### config.mk
export PLATFORM = sky130hd
export DESIGN_NAME = visor_target_ctrl_flat
export DESIGN_NICKNAME = d
export VERILOG_FILES = /design/src/rtl/visor_pkg.sv /design/src/rtl/visor_target_ctrl_if.sv /design/src/rtl/visor_bp_match.sv /design/src/rtl/visor_target_ctrl.sv /design/src/flat_wrapper.sv
export SDC_FILE = /design/constraint.sdc
export NUM_CORES = 1
export LEC_CHECK = 0
export ABC_AREA = 1
export CAP_MARGIN = 20
export CORE_AREA = 5 5 158 160
export CTS_CLUSTER_DIAMETER = 120
export DETAILED_ROUTE_END_ITERATION = 12
export DIE_AREA = 0 0 163 165
export PLACE_DENSITY = 0.5
export SLEW_MARGIN = 20
export SYNTH_ARGS = -nofsm -noshare
export SYNTH_HDL_FRONTEND = slang
export SYNTH_SLANG_ARGS = --single-unit
### constraint.sdc
create_clock -name sysclk -period 4.16 [get_ports sysclk]
set_input_delay 0.416 -clock sysclk [delete_from_list [all_inputs] [get_ports sysclk]]
set_output_delay 0.416 -clock sysclk [all_outputs]
set_load 0.005 [all_outputs]
### src/rtl/visor_pkg.sv
// Shared definitions for the visor target-control block: register map,
// tg_ctrl/status bit positions and FSM state encoding.
package visor_pkg;

   localparam int unsigned DATA_W = 16;
   localparam int unsigned REG_AW = 3;
   localparam int unsigned NUM_BP = 4;
   localparam int unsigned ST_W   = 2;

   localparam logic [REG_AW-1:0] REG_BP0      = 3'd0;
   localparam logic [REG_AW-1:0] REG_BP1      = 3'd1;
   localparam logic [REG_AW-1:0] REG_BP2      = 3'd2;
   localparam logic [REG_AW-1:0] REG_BP3      = 3'd3;
   localparam logic [REG_AW-1:0] REG_TG_CTRL  = 3'd4;
   localparam logic [REG_AW-1:0] REG_TG_CODE  = 3'd5;
   localparam logic [REG_AW-1:0] REG_STATUS   = 3'd6;
   localparam logic [REG_AW-1:0] REG_HIT_ADDR = 3'd7;

   localparam int unsigned TG_RESET_BIT   = 15;
   localparam int unsigned DIVERT_BIT     = 14;
   localparam int unsigned CODE_READY_BIT = 13;
   localparam int unsigned RESUME_BIT     = 0;
   localparam int unsigned STEP_BIT       = 1;

   localparam int unsigned STATUS_HALT_BIT = 8;
   localparam int unsigned STATUS_INJ_BIT  = 9;

   localparam logic [ST_W-1:0] ST_RUN    = 2'd0;
   localparam logic [ST_W-1:0] ST_HALT   = 2'd1;
   localparam logic [ST_W-1:0] ST_INJECT = 2'd2;

   // Readback image of tg_ctrl; pulse bits always read 0.
   function automatic logic [DATA_W-1:0] ctrl_word(input logic rst, input logic divert,
                                                   input logic ready);
      logic [DATA_W-1:0] w;
      w                 = '0;
      w[TG_RESET_BIT]   = rst;
      w[DIVERT_BIT]     = divert;
      w[CODE_READY_BIT] = ready;
      return w;
   endfunction

endpackage

### src/rtl/visor_target_ctrl_if.sv
// Visor register bus: one-cycle write strobe plus combinational read-back.
interface visor_target_ctrl_if;
   import visor_pkg::*;

   logic              reg_wr_en;
   logic [REG_AW-1:0] reg_addr;
   logic [DATA_W-1:0] reg_wr_data;
   logic [DATA_W-1:0] reg_rd_data;

   modport master (
      output reg_wr_en,
      output reg_addr,
      output reg_wr_data,
      input  reg_rd_data
   );

   modport slave (
      input  reg_wr_en,
      input  reg_addr,
      input  reg_wr_data,
      output reg_rd_data
   );

endinterface

### src/rtl/visor_bp_match.sv
// Four-way breakpoint comparator; an entry equal to BP_DISABLED never matches.
module visor_bp_match
   import visor_pkg::*;
#(
   parameter logic [DATA_W-1:0] BP_DISABLED = 16'hffff
) (
   input  logic                           fetch,
   input  logic [DATA_W-1:0]              fetch_addr,
   input  logic [NUM_BP-1:0][DATA_W-1:0]  bp_addr,
   output logic [NUM_BP-1:0]              match
);

   always_comb begin
      match = '0;
      for (int unsigned i = 0; i < NUM_BP; i++) begin
         match[i] = fetch && (bp_addr[i] != BP_DISABLED) && (fetch_addr == bp_addr[i]);
      end
   end

endmodule

### src/rtl/visor_target_ctrl.sv
// Visor-driven target control: reset hold, breakpoint halt and code-bus injection.
// Optional single-step via tg_ctrl[1] when VISOR_SINGLE_STEP_EN is defined.
module visor_target_ctrl
   import visor_pkg::*;
#(
   parameter logic [DATA_W-1:0] BP_DISABLED = 16'hffff
) (
   input  logic                sysclk,
   input  logic                sysreset,
   visor_target_ctrl_if.slave  reg_bus,
   input  logic                tg_fetch,
   input  logic [DATA_W-1:0]   tg_fetch_addr,
   input  logic [DATA_W-1:0]   tg_rom_data,
   output logic [DATA_W-1:0]   tg_code,
   output logic                tg_hold,
   output logic                tg_reset
);

   logic [NUM_BP-1:0][DATA_W-1:0] bp_q, bp_d;
   logic [ST_W-1:0]               state_q, state_d;
   logic [DATA_W-1:0]             hit_addr_q, hit_addr_d;
   logic [DATA_W-1:0]             code_q, code_d;
   logic [NUM_BP-1:0]             mask_q, mask_d;
   logic                          rst_bit_q, rst_bit_d;
   logic                          divert_q, divert_d;
   logic                          ready_q, ready_d;
   logic                          suppress_q, suppress_d;
`ifdef VISOR_SINGLE_STEP_EN
   logic                          step_q, step_d;
   logic                          step_req;
`endif

   logic [NUM_BP-1:0] match_raw;
   logic [NUM_BP-1:0] match;
   logic              bp_hit;
   logic              wr_ctrl;
   logic              wr_code;
   logic              resume_req;

   visor_bp_match #(.BP_DISABLED(BP_DISABLED)) u_bp_match (
      .fetch      (tg_fetch),
      .fetch_addr (tg_fetch_addr),
      .bp_addr    (bp_q),
      .match      (match_raw)
   );

   // The address we just halted on is skipped once so resume can refetch it.
   always_comb begin
      match = match_raw;
      if (suppress_q && (tg_fetch_addr == hit_addr_q)) match = '0;
      bp_hit = (state_q == ST_RUN) && !rst_bit_q && (|match);
   end

   assign wr_ctrl    = reg_bus.reg_wr_en && (reg_bus.reg_addr == REG_TG_CTRL);
   assign wr_code    = reg_bus.reg_wr_en && (reg_bus.reg_addr == REG_TG_CODE);
   assign resume_req = wr_ctrl && reg_bus.reg_wr_data[RESUME_BIT];
`ifdef VISOR_SINGLE_STEP_EN
   assign step_req   = wr_ctrl && reg_bus.reg_wr_data[STEP_BIT];
`endif

   // Target-facing outputs: hold is combinational so a breakpoint stalls its own fetch.
   always_comb begin
      tg_reset = rst_bit_q;
      tg_code  = (state_q == ST_INJECT) ? code_q : tg_rom_data;
      tg_hold  = 1'b0;
      if (!rst_bit_q) begin
         case (state_q)
            ST_RUN:  tg_hold = bp_hit;
            ST_HALT: tg_hold = 1'b1;
            default: tg_hold = 1'b0;
         endcase
      end
   end

   always_comb begin
      reg_bus.reg_rd_data = '0;
      case (reg_bus.reg_addr)
         REG_BP0, REG_BP1, REG_BP2, REG_BP3:
            reg_bus.reg_rd_data = bp_q[reg_bus.reg_addr[1:0]];
         REG_TG_CTRL:  reg_bus.reg_rd_data = ctrl_word(rst_bit_q, divert_q, ready_q);
         REG_TG_CODE:  reg_bus.reg_rd_data = code_q;
         REG_STATUS: begin
            reg_bus.reg_rd_data[NUM_BP-1:0]      = mask_q;
            reg_bus.reg_rd_data[STATUS_HALT_BIT] = (state_q == ST_HALT);
            reg_bus.reg_rd_data[STATUS_INJ_BIT]  = (state_q == ST_INJECT);
         end
         default:      reg_bus.reg_rd_data = hit_addr_q;
      endcase
   end

   // Next-state: register writes, FSM transitions, then tg_reset override.
   always_comb begin
      bp_d       = bp_q;
      state_d    = state_q;
      hit_addr_d = hit_addr_q;
      code_d     = code_q;
      mask_d     = mask_q;
      rst_bit_d  = rst_bit_q;
      divert_d   = divert_q;
      ready_d    = ready_q;
      suppress_d = suppress_q;
`ifdef VISOR_SINGLE_STEP_EN
      step_d     = step_q;
`endif

      for (int unsigned i = 0; i < NUM_BP; i++) begin
         if (reg_bus.reg_wr_en && (reg_bus.reg_addr == REG_AW'(i))) bp_d[i] = reg_bus.reg_wr_data;
      end
      if (wr_ctrl) begin
         rst_bit_d = reg_bus.reg_wr_data[TG_RESET_BIT];
         divert_d  = reg_bus.reg_wr_data[DIVERT_BIT];
      end
      if (wr_code) code_d = reg_bus.reg_wr_data;

      case (state_q)
         ST_RUN: begin
            if (tg_fetch && (tg_fetch_addr != hit_addr_q)) suppress_d = 1'b0;
            if (bp_hit) begin
               state_d    = ST_HALT;
               hit_addr_d = tg_fetch_addr;
               mask_d     = match;
`ifdef VISOR_SINGLE_STEP_EN
               step_d     = 1'b0;
            end else if (step_q && tg_fetch) begin
               state_d    = ST_HALT;
               hit_addr_d = tg_fetch_addr;
               mask_d     = '0;
               step_d     = 1'b0;
`endif
            end
         end
         ST_HALT: begin
            if (resume_req) begin
               state_d    = ST_RUN;
               mask_d     = '0;
               suppress_d = 1'b1;
`ifdef VISOR_SINGLE_STEP_EN
            end else if (step_req) begin
               state_d    = ST_RUN;
               mask_d     = '0;
               suppress_d = 1'b1;
               step_d     = 1'b1;
`endif
            end else if (wr_code && divert_q) begin
               state_d = ST_INJECT;
               ready_d = 1'b1;
            end
         end
         ST_INJECT: begin
            if (tg_fetch) begin
               state_d = ST_HALT;
               ready_d = 1'b0;
            end
         end
         default: state_d = ST_RUN;
      endcase

      if (rst_bit_d) begin
         state_d    = ST_RUN;
         mask_d     = '0;
         suppress_d = 1'b0;
         ready_d    = 1'b0;
`ifdef VISOR_SINGLE_STEP_EN
         step_d     = 1'b0;
`endif
      end
   end

   always_ff @(posedge sysclk) begin
      if (sysreset) begin
         bp_q       <= {NUM_BP{BP_DISABLED}};
         state_q    <= ST_RUN;
         hit_addr_q <= '0;
         code_q     <= '0;
         mask_q     <= '0;
         rst_bit_q  <= 1'b1;
         divert_q   <= 1'b0;
         ready_q    <= 1'b0;
         suppress_q <= 1'b0;
`ifdef VISOR_SINGLE_STEP_EN
         step_q     <= 1'b0;
`endif
      end else begin
         bp_q       <= bp_d;
         state_q    <= state_d;
         hit_addr_q <= hit_addr_d;
         code_q     <= code_d;
         mask_q     <= mask_d;
         rst_bit_q  <= rst_bit_d;
         divert_q   <= divert_d;
         ready_q    <= ready_d;
         suppress_q <= suppress_d;
`ifdef VISOR_SINGLE_STEP_EN
         step_q     <= step_d;
`endif
      end
   end

endmodule
### src/flat_wrapper.sv
// flat-port wrapper written by rule: the top's interface ports become plain ports
module visor_target_ctrl_flat import visor_pkg::*;
#(
   parameter logic [DATA_W-1:0] BP_DISABLED = 16'hffff
)
  (sysclk, sysreset, tg_fetch, tg_fetch_addr, tg_rom_data, tg_code, tg_hold, tg_reset, reg_bus_reg_wr_en, reg_bus_reg_addr, reg_bus_reg_wr_data, reg_bus_reg_rd_data);
  visor_target_ctrl_if reg_bus_i ();
  input  logic sysclk;
  input  logic sysreset;
  input  logic tg_fetch;
  input  logic [DATA_W-1:0] tg_fetch_addr;
  input  logic [DATA_W-1:0] tg_rom_data;
  output logic [DATA_W-1:0] tg_code;
  output logic tg_hold;
  output logic tg_reset;
  input wire logic [$bits(reg_bus_i.reg_wr_en)-1:0] reg_bus_reg_wr_en;
  input wire logic [$bits(reg_bus_i.reg_addr)-1:0] reg_bus_reg_addr;
  input wire logic [$bits(reg_bus_i.reg_wr_data)-1:0] reg_bus_reg_wr_data;
  output wire logic [$bits(reg_bus_i.reg_rd_data)-1:0] reg_bus_reg_rd_data;
  assign reg_bus_i.reg_wr_en = reg_bus_reg_wr_en;
  assign reg_bus_i.reg_addr = reg_bus_reg_addr;
  assign reg_bus_i.reg_wr_data = reg_bus_reg_wr_data;
  assign reg_bus_reg_rd_data = reg_bus_i.reg_rd_data;
  visor_target_ctrl #(.BP_DISABLED(BP_DISABLED)) u_core (.sysclk(sysclk), .sysreset(sysreset), .reg_bus(reg_bus_i), .tg_fetch(tg_fetch), .tg_fetch_addr(tg_fetch_addr), .tg_rom_data(tg_rom_data), .tg_code(tg_code), .tg_hold(tg_hold), .tg_reset(tg_reset));
endmodule
==> results of run 1 <==
[area by class of cell]
| type | instances | share of cell area (%) |
|---|---|---|
| Clock inverter | 7 | 0.824 |
| Sequential cell | 106 | 25.4 |
| Clock buffer | 9 | 2.70 |
| Timing Repair Buffer | 108 | 12.3 |
| Multi-Input combinational cell | 860 | 48.2 |
| Inverter | 127 | 5.77 |
| Tap cell | 319 | 4.78 |
| Antenna cell | 1 | 0.0300 |
[cell usage in the layout, fill, tap and decap left out, types with 13 or more instances in the layout]
master	synthesis	routed
o211ai_1	58	58
nand3_1	35	35
o21ai_0	69	69
a21oi_1	38	38
xnor2_1	13	13
inv_1	121	121
buf_4	3	20
dfxtp_1	106	106
nand2_1	401	401
a22oi_1	17	17
nor2_1	144	140
nor2_2	12	15
clkdlybuf4s50_1	0	88
o22ai_1	14	14
[worst min-delay path: stages, from the launching register on]
cell     delay [ns]
dfxtp_1        0.32
inv_1          0.06
a21oi_1        0.05
[how the worst max path moves through the flow]
stage / depth (start not counted) / slack [ns] / startpoint / endpoint
2_1_floorplan: 12 / 2.21 / tg_fetch_addr[5] / tg_hold
3_3_place_gp: 13 / 0.42 / tg_fetch_addr[8] / tg_hold
3_5_place_dp: 13 / 0.44 / tg_fetch_addr[8] / tg_hold
4_1_cts: 13 / 0.43 / tg_fetch_addr[8] / tg_hold
5_1_grt: 13 / 0.17 / tg_fetch_addr[8] / tg_hold
6_report: 13 / 0.33 / tg_fetch_addr[8] / tg_hold
[logic make-up (layout without fill, tap and decap cells)]
kind of cell           after synthesis  in the layout  synth area share, %
other                                0              1                    0
multiplexers                         1              1                0.164
AND/OR/NAND/NOR                    624            624                 36.5
flip-flops                         106            106                 30.9
XOR/XNOR                            16             16                 2.04
buffers and inverters              177            251                 10.7
AO/OA/AOI/OAI                      219            219                 19.7
[sequential cells by signal, indices dropped and copies added (netlist names)]
| name | flops |
|---|---|
| u_core.state_q | 2 |
| u_core.code_q | 16 |
| u_core.bp_q | 64 |
| u_core.tg_reset | 1 |
| u_core.ready_q | 1 |
| u_core.suppress_q | 1 |
| u_core.divert_q | 1 |
| u_core.mask_q | 4 |
| u_core.hit_addr_q | 16 |
[routing by layer]
metal | GRT usage, % | vias to the layer above
met5 | 0 | -
met3 | 5.17 | 84
met4 | 11.7 | 0
li1 | - | 3827
met2 | 42.4 | 357
met1 | 35.7 | 3788
[stage by stage]
step                utilization (%)  instance area [sq um]
global route                   35.9                   8350
floorplan                         -                   6870
detailed placement             34.6                   8060
CTS                            35.9                   8350
global placement               34.6                   8060
finish                         35.9                   8350
[power groups by stage]
| stage | clock network [mW] | registers (mW) | logic (mW) |
|---|---|---|---|
| global route | 0.942 | 1.08 | 0.593 |
| finish | 0.895 | 1.08 | 0.549 |
| detailed placement | 0 | 1.10 | 0.537 |
| floorplan | 0 | 1.08 | 0.271 |
| global placement | 0 | 1.10 | 0.542 |
| CTS | 0.915 | 1.07 | 0.540 |
==> impl_results.md, run 1 <==
* Status: finished clean
* Tot Pwr at 2.52 mW
* Slowest library cell on the worst path: clkdlybuf4s50_1
* Vias in the first global route at 7822
* Netlist cell types at 39
* Die X at 163 um
* Asr flop ratio synth at 0%
* Clk Latency, worst-skew pair at 0.37 ns
* Initial DRC Count at 775
* Fin. Hold Viols at 0
* Final Worst Setup Slack at 0.326 ns
* Clock Sink Count at 106
* Startpoint Class: input pin
* Core area at 0.0233 sq mm
* Hpwl dp at 29400 um
* Placed insts at 1520
* Cell count of the worst hold path at 2
* Setup TNS at 0 ns
* Hold Crit Start: u_core.code_q[11]
* Starting Density at 29.5%
* Grt ovf at 0
* Rows at 56
* Worst-path clk slew at 0.08 ns
* Pwr dens at 302 mW/mm^2
* Inserted Clock Buffers at 9
* #FFs+latches synth at 106
* Layout cells sized above 1 at 5.26%
* Highest routed layer: met4
* Critical Path Sink Type: output pin
* Gr usage total at 26.8%
* Sw Share at 33.9%
* Post-synth top area cell: dfxtp_1
* Worst Reg2Reg Path Length in Cells at 14
* Met2 Wirelength at 16000 um
* CP Data Required Time at 3.74 ns
* Cell Area, Synth at 0.00687 sq mm
* Area Overhead vs Synth at 21.6%
* Worst Clk Skew at 0.0120 ns
* Register area share after synthesis at 30.9%
* Root Driver: clkbuf_16
* Layout fillers at 2652
* Hold buffers post-CTS at 0
* Place WS at 0.438 ns
* RSZ-0062 raised after global routing: no
* DIE AREA at 0.0269 sq mm
* Critical path arrival at 3.42 ns
* H-tree levels at 3
* Max_cap viols at 0
* Top delay family on crit path: buffers and inverters
* Fin cells at 1537
* RD Place Congestion at 1.02
* FF-to-FF setup slack at 1.61 ns
* Clock share of power at 35.5%
* Hold WS at 0.481 ns
* CTS tree: yes
* Most frequent CP cell: nand2_1
* FMAX at 261 MHz
* Measured slew at the worst slew-check pin at 0.915 ns
* Antenna Violating Nets Remaining at 0
* Pin count of the biggest net entering global routing at 35
* Crit path buf inv count at 3
* Wirelength, routed at 36200 um
* Most instantiated library cell after synthesis: nand2_1
* Critical path peak fanout at 7
* Syn_nets at 1198
* Postcts setup bufs at 0
* Power Internal at 1.66 mW
* Period utilization at 92.2%
* Logic gate share of total power at 21.8%
* Synthesis Warnings at 0
* First-pass GRT wire length at 52300 um
* Initial antenna violation count at 0
* Most used DFF post-synth: dfxtp_1
* CP max stage delay at 0.84 ns
* Nets at 1267
* NetSw at 0.854 mW
* Number of iterations in the first detailed-routing pass at 7
* Worst ir drop on vdd at 0.204 mV
* Routed wire per std cell at 23.5 um
* CP Cell Sequence: clkdlybuf4s50_1 > inv_1 > nand2_1 > nand2_1 > nor2_1 > nand2_1 > nor2_1 > nand3_1 > a21o_1 > nand2_1 > nor2_1 > nor3_1 > clkdlybuf4s50_1
* Leakage power at 4.02 nW
* Final setup viols at 0
* Via count at 8056
* WHS Endpoint: u_core.code_q[11]
* Syn Area/Cell at 6.01 sq um
* Max-slew violations at 0
* Reg-to-Reg Start: u_core.bp_q[29]
* Number of flops mapped to enable cells by yosys at 0
* Post-CTS Resized at 0
* Min-delay worst type: flip-flop to flip-flop
* RR Endpoint: u_core.hit_addr_q[0]
* PortBufs at 88
* Commonest cells post-synth: nand2_1 (401), nor2_1 (144), inv_1 (121), dfxtp_1 (106), o21ai_0 (69)
* Slew margin rel. at 39.0%
* Reg area at 0.00212 sq mm
* Chip height at 165 um
* Cell count after synthesis at 1143
* Critical path class: input pin to output pin
* Share of Yosys cell area claimed by the top area cell type at 30.9%
* Top post-synthesis cells by area: dfxtp_1 (31%), nand2_1 (22%), nor2_1 (7.9%)
* Sequential share of power at 42.7%
* Maximum buffer depth of the clock tree at 2
* Fin crit period at 3.83 ns
* Met3 routed WL at 2650 um
* Via density at 5.24
* Num ports at 89
* M1 WL at 15800 um
* Multi-input logic area at 0.00402 sq mm
* Drt drc at 0
Note: power is estimated with default switching activity, not from simulation.
==> inputs of run 2 (changes only) <==
--- a/config.mk
+++ b/config.mk
@@ -11,8 +11,9 @@
 export CTS_CLUSTER_DIAMETER = 120
 export DETAILED_ROUTE_END_ITERATION = 12
 export DIE_AREA = 0 0 163 165
-export PLACE_DENSITY = 0.5
-export SLEW_MARGIN = 20
+export DONT_BUFFER_PORTS = 1
+export PLACE_DENSITY = 0.47
+export SLEW_MARGIN = 40
 export SYNTH_ARGS = -nofsm -noshare
 export SYNTH_HDL_FRONTEND = slang
 export SYNTH_SLANG_ARGS = --single-unit
==> constraint.sdc (replaced) <==
create_clock -name sysclk -period 3.5 [get_ports sysclk]
set_input_delay 0.35 -clock sysclk [delete_from_list [all_inputs] [get_ports sysclk]]
set_output_delay 0.35 -clock sysclk [all_outputs]
set_load 0.005 [all_outputs]
==> run 2 against run 1 <==
  * Register-to-register slack worse by 0.36 ns
  * Cell count is 6.6% lower
  * Combinational power is 20% lower
  * Global-route usage is 3.4 points lower
  * Sequential share of layout area is 3.3 points higher
  * Worst hold slack worse by 0.42 ns
  * Critical endpoint unchanged
  * Critical path type is now flip-flop to output pin
  * Sequential power is 18% higher
  * Critical path depth is 2 lower
  * Via count is 5.3% lower
==> impl_results.md, run 2 (synthesis results as in run 1) <==
* Post-layout util at 31.8%
* Rows at 56
* Leakage power at 3.63 nW
* Via count at 7631
* DIE AREA at 0.0269 sq mm
* Tot Pwr at 2.78 mW
* Design area at 0.00739 sq mm
* Critical path class: flip-flop to output pin
* Postcts setup bufs at 0
* Area after DPL at 0.00709 sq mm
* Post-CTS Resized at 0
* Die X at 163 um
* Via density at 5.31
* CP Data Required Time at 3.15 ns
* Gr usage total at 23.5%
* Clock share of power at 38.5%
* First-pass GRT wire length at 46600 um
* Clk Latency, worst-skew pair at 0.38 ns
* Wirelength, routed at 31700 um
* Maximum buffer depth of the clock tree at 2
* Logic gate share of total power at 15.8%
* Drt drc at 0
* Layout cells sized above 1 at 4.66%
* Root Driver: clkbuf_16
* CP Cell Sequence: inv_1 > nand2_1 > nand2_1 > nor2_1 > nand2_1 > nor2_1 > nand3_1 > a21o_1 > nand2_1 > nor2_1 > nor3_1
* Critical Path Sink Type: output pin
* Most flop-heavy register: u_core.bp_q
* Top flop regs: u_core.bp_q: 64 flops, u_core.code_q: 16 flops, u_core.hit_addr_q: 16 flops
* Antenna Violating Nets Remaining at 0
* Clock Sink Count at 106
* Worst-path clk slew at 0.09 ns
* Chip height at 165 um
* Sw Share at 32.5%
* RD Place Congestion at 0.995
* Grt ovf at 0
* Area Overhead vs Synth at 7.54%
* Fin cells at 1436
* Worst ir drop on vdd at 0.241 mV
* Vias in the first global route at 7251
* Num ports at 89
* Worst Clk Skew at 0.0142 ns
* Inserted Clock Buffers at 9
* Placed insts at 1420
* Sequential share of power at 45.7%
* RSZ-0062 raised after global routing: no
* Most frequent CP cell: nand2_1
* Nets at 1167
* Initial antenna violation count at 0
* CTS tree: yes
* Hpwl dp at 25200 um
* Min-delay worst type: input pin to flip-flop
* Max_cap viols at 0
* Startpoint Class: flip-flop
* Core area at 0.0233 sq mm
* Commonest non-fill, non-tap cell in the layout: nand2_1
* Setup TNS at 0 ns
* Measured slew at the worst slew-check pin at 0.745 ns
* Commonest cells after routing, fill and taps aside: nand2_1 (401), nor2_1 (140), inv_1 (120)
* Max-slew violations at 0
* PortBufs at 0
* Slew margin rel. at 49.9%
* Power Internal at 1.88 mW
* Routed wire per std cell at 22.1 um
* Pin count of the biggest net entering global routing at 69
* Hold buffers post-CTS at 0
* Initial DRC Count at 717
* H-tree levels at 3
* Number of flip-flops in the largest register at 64
* Layout fillers at 2662
* Final setup viols at 0
* FMAX at 380 MHz
* Starting Density at 29.5%
* Fin. Hold Viols at 0
* # diodes at 0
* Pwr dens at 377 mW/mm^2
* Slowest library cell on the worst path: dfxtp_1
* Fin crit period at 2.63 ns
* Critical path peak fanout at 4
* CP max stage delay at 0.44 ns
* Status: finished clean
* Number of iterations in the first detailed-routing pass at 5
* Critical path arrival at 2.28 ns
* NetSw at 0.904 mW
* Period utilization at 75.1%
[run 2: worst paths after layout]
kind	startpoint	to	slack [ns]	depth (start not counted)
setup reg to reg	u_core.bp_q[21]	u_core.hit_addr_q[10]	1.25	14
hold / removal	tg_fetch	u_core.ready_q	0.06	1
hold reg to reg	u_core.mask_q[1]	u_core.mask_q[1]	0.49	2
setup / recovery	u_core.bp_q[6]	tg_hold	0.87	11
[run 2: worst max-delay path, delay by kind of cell (launching register included)]
family / cells / cell delay, ns
DFF: 1 / 0.44
buffers and inverters: 1 / 0.15
AOI/OAI and AO/OA: 1 / 0.21
and+or+nand+nor: 9 / 1.10
[run 2: layout make-up]
class / count / area [sq um] / area share [%]
Clock buffer: 9 / 225 / 3.05
Timing Repair Buffer: 8 / 72.6 / 0.983
Multi-Input combinational cell: 860 / 4020 / 54.4
Tap cell: 319 / 399 / 5.40
Clock inverter: 7 / 66.3 / 0.898
Inverter: 127 / 482 / 6.52
Sequential cell: 106 / 2120 / 28.7
[run 2: through the flow]
step	worst slack [ns]	hold slack (ns)
after global routing	0.669	0.0634
after detailed placement	1.12	0.452
after CTS	0.981	0.0542
after floorplan	1.68	0.439
final	0.871	0.0636
after global placement	1.08	0.453
[run 2: metal layers]
metal / vias to the layer above / GRT usage (%) / part of all wire (%) / routed length, um
li1: 3628 / - / - / -
met1: 3586 / 29.9 / 42 / 13400
met2: 346 / 38.8 / 45 / 14400
met3: 71 / 4.49 / 7.5 / 2390
met4: 0 / 10.1 / 4.7 / 1490
met5: - / 0 / 0 / 0
[run 2: power groups by stage]
stage / clock [mW] / combinational [mW] / sequential [mW]
global route: 1.13 / 0.488 / 1.28
CTS: 1.10 / 0.432 / 1.27
floorplan: 0 / 0.322 / 1.29
detailed placement: 0 / 0.430 / 1.30
global placement: 0 / 0.431 / 1.30
finish: 1.07 / 0.439 / 1.27
==> inputs of run 3 (changes only) <==
==> constraint.sdc (replaced) <==
create_clock -name sysclk -period 2.1 [get_ports sysclk]
set_input_delay 0.21 -clock sysclk [delete_from_list [all_inputs] [get_ports sysclk]]
set_output_delay 0.21 -clock sysclk [all_outputs]
set_load 0.005 [all_outputs]
==> run 3 against run 2 <==
  * The flow now finishes with violations (setup timing)
  * Core utilization grew 4.6 points
  * Clock-buffer cell count did not move
  * Worst setup slack got worse by 0.87 ns
  * Die area did not move
  * Non-clock buffer count rose by 82
  * Final area grew 15%
  * Clock skew down 0.00064 ns
  * Clock power grew 79%
  * First-iteration DRC count up 12%
  * Sequential power grew 67%
  * Combinational power is 110% higher
  * Critical path type unchanged
  * Critical endpoint unchanged
==> impl_results.md, run 3 (synthesis results as in run 1) <==
* RSZ-0062 raised after global routing: yes
* Drt drc at 0
* First-pass GRT wire length at 48400 um
* Chip height at 165 um
* Number of iterations in the first detailed-routing pass at 5
* Multi-input logic area at 0.00426 sq mm
* Via density at 5.26
* Pwr dens at 583 mW/mm^2
* Critical path peak fanout at 4
* CTS tree: yes
* Failing checks: setup timing
* Starting Density at 29.5%
* Critical path class: flip-flop to output pin
* Final setup viols at 1
* Num ports at 89
* Met2 Wirelength at 15600 um
* Core area at 0.0233 sq mm
* Commonest non-fill, non-tap cell in the layout: nand2_1
* Final Worst Setup Slack at -0.00133 ns
* Period utilization at 100%
* DIE AREA at 0.0269 sq mm
* Worst-path clk slew at 0.08 ns
* Routed wire per std cell at 22.3 um
* Most flop-heavy register: u_core.bp_q
* Root Driver: clkbuf_16
* Wirelength, routed at 34100 um
* Startpoint Class: flip-flop
* Initial DRC Count at 806
* FF-to-FF setup slack at 0.11 ns
* H-tree levels at 3
* Fin. Hold Viols at 0
* Hold Crit Start: tg_fetch_addr[4]
* PortBufs at 0
* Antenna Violating Nets Remaining at 0
* Leakage power at 4.02 nW
* Via count at 8047
* Fin crit period at 2.10 ns
* Setup TNS at -0.00133 ns
* Critical Path Sink Type: output pin
* Commonest cells after routing, fill and taps aside: nand2_1 (368), nor2_1 (125), inv_1 (103)
* Number of flip-flops in the largest register at 64
* Pin count of the biggest net entering global routing at 98
* Max_cap viols at 0
* Top flop regs: u_core.bp_q: 64 flops, u_core.code_q: 16 flops, u_core.hit_addr_q: 16 flops
* Maximum buffer depth of the clock tree at 2
* Critical path arrival at 1.89 ns
* M1 WL at 14500 um
* Tot Pwr at 4.93 mW
* Layout fillers at 2613
* FMAX at 476 MHz
* Reg-to-Reg Start: u_core.bp_q[11]
* Measured slew at the worst slew-check pin at 0.538 ns
* Inserted Clock Buffers at 9
* Highest routed layer: met5
* Setup crit start: u_core.bp_q[6]
* Met3 routed WL at 2830 um
* Max-slew violations at 0
* Grt ovf at 0
* Status: finished with violations
* Layout cells sized above 1 at 20.9%
* RD Place Congestion at 0.982
* Rows at 56
* Min-delay worst type: input pin to flip-flop
* Nets at 1251
* Clk Latency, worst-skew pair at 0.37 ns
* Worst ir drop on vdd at 0.366 mV
* Gr usage total at 24.7%
* Initial antenna violation count at 7
* Die X at 163 um
* Area Overhead vs Synth at 23.2%
* Vias in the first global route at 7399
* Hpwl dp at 25900 um
* Worst Clk Skew at 0.0136 ns
* Slew margin rel. at 64.0%
* Reg area at 0.00222 sq mm
* Clock Sink Count at 106
* CP Data Required Time at 1.89 ns
## run 3: changes by cell type in the layout (fill, tap and decap cells not counted), moves of 10 or more
cell / previous run / this run
dfxtp_2: 0 / 47
dlygate4sd3_1: 0 / 21
dfxtp_1: 106 / 49
inv_1: 120 / 103
inv_2: 4 / 21
nor2_2: 16 / 28
nand2_2: 2 / 34
nand2_1: 401 / 368
dfxtp_4: 0 / 10
nor2_1: 140 / 125
buf_4: 7 / 68
## run 3: per-layer routing
metal	vias up	track usage [%]
met3	74	6.06
met5	-	0
met1	3824	31.9
met4	6	8.84
li1	3813	-
met2	330	40.1
## run 3: area by class of cell
type | instances | share of cell area, %
antenna | 9 | 0.266
clock buffer | 9 | 2.66
clock inverter | 7 | 1.12
inverter | 127 | 5.83
multi-input combinational | 861 | 50.3
sequential | 106 | 26.2
tap | 319 | 4.72
timing repair buffer | 90 | 8.76
timing repair inverter | 1 | 0.0888
## run 3: what timing repair did
item / in CTS / in global routing
pin swaps: 0 / 32
hold endpoints to repair: 67 / 0
hold buffers: 21 / 0
buffers inserted: 0 / 26
resized for setup: 17 / 140
cloned: 0 / 2
setup endpoints to repair: 2 / 39
## run 3: final timing paths
| path | end | cells past startpoint |
|---|---|---|
| max | tg_hold | 11 |
| min | u_core.hit_addr_q[4] | 2 |
| max reg2reg | u_core.hit_addr_q[10] | 14 |
| min reg2reg | u_core.mask_q[3] | 2 |
## run 3: report_power, final
part	internal, mW	switching (mW)	total (mW)
Combinational	0.316	0.588	0.903
Clock	0.967	0.941	1.91
Sequential	2.06	0.0549	2.12
Total	3.34	1.58	4.93
## run 3: metrics by stage
step                      cell area, sq um  utilization [%]  setup WS (ns)  hold slack [ns]  cells
after CTS                             7930             34.1        -0.0379          0.00410   1492
after global placement                7360             31.6         0.0957            0.316   1455
after detailed placement              7360             31.6         0.0726            0.313   1455
after global routing                  8450             36.3        -0.0636           0.0193   1524
final                                 8460             36.4       -0.00133           0.0133   1529
after floorplan                       6870                -          0.487            0.336   1143
## run 3: worst max-delay path, cell delays in order, from the launching register on
cell	delay (ns)
dfxtp_1	0.32
buf_4	0.15
nand2_2	0.07
nand2_1	0.05
nor2_1	0.09
nand2_1	0.08
nor2_1	0.13
nand3_2	0.13
a21o_1	0.21
nand2_2	0.11
nor2_2	0.05
nor3_2	0.15
